[src/rtl/lut_stream_loader.sv]
// Streams table words MSB-first into a serial-load LUT over sd/cs_n.
// Build option LUT_LOADER_CRC_EN adds a CRC-8 (0x07) of the bits sent.
module lut_stream_loader #(
    parameter  int WORD_W     = 4,
    parameter  int TOTAL_BITS = 256,
    localparam int NUM_WORDS  = TOTAL_BITS / WORD_W,
    localparam int CNT_W      = $clog2(NUM_WORDS + 1)
) (
    input  logic              clk,
    input  logic              rst,
    input  logic              start,
    input  logic              abort,
    input  logic [WORD_W-1:0] in_data,
    input  logic              in_valid,
    output logic              in_ready,
    output logic              sd,
    output logic              cs_n,
    output logic              busy,
    output logic              done,
    output logic [CNT_W-1:0]  word_cnt
`ifdef LUT_LOADER_CRC_EN
    ,
    output logic [7:0]        crc
`endif
);

    localparam int BL_W = (WORD_W > 1) ? $clog2(WORD_W) : 1;

    typedef enum logic {
        IDLE,
        LOAD
    } state_t;

    state_t            state_q, state_d;
    logic [WORD_W-1:0] shreg_q, shreg_d;
    logic [BL_W-1:0]   bits_left_q, bits_left_d;
    logic [CNT_W-1:0]  word_cnt_q, word_cnt_d;
    logic              sd_q, sd_d;
    logic              cs_n_q, cs_n_d;
    logic              busy_q, busy_d;
    logic              done_q, done_d;
    logic              shift_en;
    logic              clr_crc;
    logic              accept;

    assign in_ready = (state_q == LOAD) && (bits_left_q == '0)
                   && (word_cnt_q < CNT_W'(NUM_WORDS)) && !abort;
    assign accept   = in_valid && in_ready;

    assign sd       = sd_q;
    assign cs_n     = cs_n_q;
    assign busy     = busy_q;
    assign done     = done_q;
    assign word_cnt = word_cnt_q;

    // State and datapath registers
    always_ff @(posedge clk or posedge rst) begin
        if (rst) begin
            state_q     <= IDLE;
            shreg_q     <= '0;
            bits_left_q <= '0;
            word_cnt_q  <= '0;
            sd_q        <= 1'b0;
            cs_n_q      <= 1'b1;
            busy_q      <= 1'b0;
            done_q      <= 1'b0;
        end else begin
            state_q     <= state_d;
            shreg_q     <= shreg_d;
            bits_left_q <= bits_left_d;
            word_cnt_q  <= word_cnt_d;
            sd_q        <= sd_d;
            cs_n_q      <= cs_n_d;
            busy_q      <= busy_d;
            done_q      <= done_d;
        end
    end

    // Next state: abort wins over shifting, accepting and completing
    always_comb begin
        state_d     = state_q;
        shreg_d     = shreg_q;
        bits_left_d = bits_left_q;
        word_cnt_d  = word_cnt_q;
        sd_d        = sd_q;
        cs_n_d      = cs_n_q;
        busy_d      = busy_q;
        done_d      = 1'b0;
        shift_en    = 1'b0;
        clr_crc     = 1'b0;
        unique case (state_q)
            IDLE: begin
                cs_n_d = 1'b1;
                if (start) begin
                    state_d     = LOAD;
                    busy_d      = 1'b1;
                    word_cnt_d  = '0;
                    bits_left_d = '0;
                    clr_crc     = 1'b1;
                end
            end
            LOAD: begin
                if (abort) begin
                    state_d = IDLE;
                    cs_n_d  = 1'b1;
                    busy_d  = 1'b0;
                end else if (bits_left_q != '0) begin
                    sd_d        = shreg_q[WORD_W-1];
                    shreg_d     = shreg_q << 1;
                    cs_n_d      = 1'b0;
                    bits_left_d = bits_left_q - BL_W'(1);
                    shift_en    = 1'b1;
                end else if (accept) begin
                    sd_d        = in_data[WORD_W-1];
                    shreg_d     = in_data << 1;
                    cs_n_d      = 1'b0;
                    bits_left_d = BL_W'(WORD_W - 1);
                    word_cnt_d  = word_cnt_q + CNT_W'(1);
                    shift_en    = 1'b1;
                end else if (word_cnt_q == CNT_W'(NUM_WORDS)) begin
                    state_d = IDLE;
                    cs_n_d  = 1'b1;
                    busy_d  = 1'b0;
                    done_d  = 1'b1;
                end else begin
                    cs_n_d = 1'b1;
                end
            end
            default: state_d = IDLE;
        endcase
    end

`ifdef LUT_LOADER_CRC_EN
    logic [7:0] crc_q, crc_d;

    function automatic logic [7:0] crc8_step(input logic [7:0] c,
                                             input logic       b);
        logic fb;
        fb = c[7] ^ b;
        return {c[6:0], 1'b0} ^ (fb ? 8'h07 : 8'h00);
    endfunction

    assign crc = crc_q;

    // CRC follows every bit presented on sd
    always_comb begin
        crc_d = crc_q;
        if (clr_crc) begin
            crc_d = 8'h00;
        end else if (shift_en) begin
            crc_d = crc8_step(crc_q, sd_d);
        end
    end

    // CRC register
    always_ff @(posedge clk or posedge rst) begin
        if (rst) begin
            crc_q <= 8'h00;
        end else begin
            crc_q <= crc_d;
        end
    end
`else
    logic unused_crc;
    assign unused_crc = shift_en ^ clr_crc;
`endif

endmodule

[config.mk]
export PLATFORM = sky130hd
export DESIGN_NAME = lut_stream_loader
export DESIGN_NICKNAME = d
export VERILOG_FILES = /design/src/rtl/lut_stream_loader.sv
export SDC_FILE = /design/constraint.sdc
export NUM_CORES = 1
export LEC_CHECK = 0
export ABC_AREA = 1
export CAP_MARGIN = 15
export CORE_MARGIN = 2
export CORE_UTILIZATION = 48
export DETAILED_ROUTE_END_ITERATION = 10
export PLACE_DENSITY = 0.76
export SLEW_MARGIN = 10
export SYNTH_ARGS = -nofsm -noshare
export SYNTH_HDL_FRONTEND = slang
export SYNTH_SLANG_ARGS = --single-unit
[constraint.sdc]
create_clock -name clk -period 2.2 [get_ports clk]
set_clock_uncertainty 0.2 [all_clocks]
set_input_delay 0.33 -clock clk [delete_from_list [all_inputs] [get_ports clk]]
set_output_delay 0.33 -clock clk [all_outputs]
set_load 0.005 [all_outputs]
==> impl_metrics.ini <==
[layout]
stdcell_count = 175
nets = 161
final_util_pct = 63.36
area_growth_syn_to_layout_pct = 27.38
seq_area_um2 = 426.7
drive_gt1_share_pct = 13.51
diodes = 0
nFillCells = 171
multi_input_area_um2 = 414.1

[sta]
final.setup.tns_ps = 0
finalCriticalPeriod_ps = 1950
hold_viol = 0
slew_viol_final = 0
setup_ws_ps = 250.1
rsz0062_at_grt = no
period_share_pct = 88.63
finalSetupViolCount = 0
max_freq_mhz = 512.9
relSlewSlack_pct = 57.81
worst_pin_slew_ps = 632.1

[synth]
syn_area_um2 = 945.9
ys.flop_type = dfrtp_1
synth_common_cells = nand2_1, inv_1, dfrtp_1
synth.most_common_cell = nand2_1
syn_inst = 123
synth_nets = 135
async_reset_ff_share_pct = 100.0
yosysUniqueCellTypes = 22
synth_largest_area_cell = dfrtp_1
synth_edf_count = 0
synthTopCellsByArea = dfrtp_1, nand2_1, inv_1, nand3_1, ha_1
seq_area_frac_synth_pct = 45.11
synth_top_area_share_pct = 42.33
synth.ff_latch_count = 17
avgSynthCellArea_um2 = 7.690
yosys_warnings = 0

[global_routing]
overflow = 0
grt_pass1_wl_mm = 2.925
met3_usage_pct = 2.160
grt_start_max_net_pins = 18
grt_pass1_vias = 698
track_usage_pct = 15.87
antenna_found_initial = 0
grt_use_met2_pct = 25.69
busiest_layer = met2
grt_util_met1_pct = 21.34

[setup_path]
path_max_fanout = 5
r2r_setup_slack_ps = 520
endpoint_kind = output pin
crit_type = flop to output pin
arrival_ps = 1420
rr_worst_depth = 9
worstSetupStartpointType = flop
r2r-end = bits_left_q[1]$_DFFE_PP0P_
rr_startpoint = bits_left_q[0]$_DFFE_PP0P_
cp_data_required_time_ps = 1670

[clock_network]
cts_buffer_depth = 2
cts_hold_buf = 0
cts.sink_count = 17
cts_root_buf = clkbuf_4
cts_made_buffers = 3
cts_tree = built
clk_latency_ps = 290
cts.clk_slew.worst_paths_ps = 90
htreeDepth = 1

[floorplanning]
dieArea_um2 = 2342
die_h_um = 48.39
die-width_um = 48.39
initial_utilization_pct = 49.74
fp-row-count = 16
coreArea_um2 = 1902
ioPinCount = 21

[place]
dp.cells = 171
place_congestion = 0.7878
hpwlAfterDp_mm = 1.335
numPortBuffers = 20
dp_slack_ps = 50.03

[pwr]
power_density_nw_per_um2 = 956.3
cellLeakagePower_nw = 0.5956
ir_worst_vdd_mv = 0.5313

[drt]
firstDrtPassIters = 4
ant_nets = 0
routed_wl_mm = 1.665
post-route-drc-count = 0
wl_per_cell_um = 9.514
drt-initial-drc-count = 24
via_count = 823
via_per_inst = 4.703

[job]
drv_cap = 0

[hold_path]
min_path_type = primary input to async pin

[outcome]
outcome = finished, final reports clean
[critical path: stages (launching register included)]
cell           delay [ps]
dfrtp_1               390
inv_1                  70
ha_1                  180
inv_2                  70
nor3_2                170
dlygate4sd2_1         260
[metrics by stage]
stage               cell area [um2]  hold WS, ps  total power [mW]
floorplan                     945.9        55.34            0.8079
global placement               1180        258.7            0.9852
detailed placement             1180        260.7             1.001
CTS                            1205        232.1             1.165
global route                   1205        280.8             1.253
finish                         1205        209.6             1.152
[power breakdown]
group	switching [mW]	internal, mW
clock	0.0965	0.0706
combinational	0.268	0.241
sequential	0.0666	0.410
total	0.431	0.721
[per-layer routing]
metal / part of all wire [%] / up-vias
met5: 0 / -
met4: 1.6 / 0
met3: 3.9 / 3
met2: 46 / 17
met1: 48 / 375
li1: - / 428
[cell families after synthesis]
| logic type | synth area share, % |
|---|---|
| buffers and inverters | 11.11 |
| flip-flops | 45.11 |
| AO/OA/AOI/OAI | 9.128 |
| adder cells (fa/ha/maj) | 3.969 |
| AND/OR/NAND/NOR | 30.69 |
[state kept, by name (all words and copies together) (netlist names)]
register / cells
word_cnt: 7
sd: 1
cs_n: 1
state_q: 1
shreg_q: 3
bits_left_q: 2
busy: 1
done: 1
[repair_timing]
item,4_1_cts,5_1_grt
resized for setup,1,0
buffers inserted,0,0
setup endpoints to repair,1,0
[area by class of cell]
| class | count | area share, % |
|---|---|---|
| inverter | 20 | 6.231 |
| clock buffer | 4 | 2.181 |
| multi-input combinational | 83 | 34.37 |
| timing repair buffer | 24 | 19.00 |
| tap | 27 | 2.804 |
| sequential | 17 | 35.41 |
[worst max path at each step]
stage	endpoint	cells after the start	start
5_1_grt	in_ready	5	bits_left_q[0]$_DFFE_PP0P_
3_3_place_gp	in_ready	5	abort
4_1_cts	in_ready	5	bits_left_q[0]$_DFFE_PP0P_
6_report	in_ready	5	bits_left_q[0]$_DFFE_PP0P_
3_5_place_dp	in_ready	5	abort
2_1_floorplan	word_cnt[0]$_DFFE_PP0P_	10	bits_left_q[0]$_DFFE_PP0P_
[cell usage in the layout, fill, tap and decap left out, types with 2 or more instances in the layout]
cell type and instances:
clkbuf_4 3, nand2_2 2, nand2_1 41, o21ai_0 7, nor2_1 9, clkdlybuf4s50_1 19, o21ai_2 3, inv_2 2
o21ai_1 2, inv_1 18, ha_1 3, buf_4 4, nand3_1 8, dfrtp_1 16
Note: power is estimated with default switching activity, not from simulation.
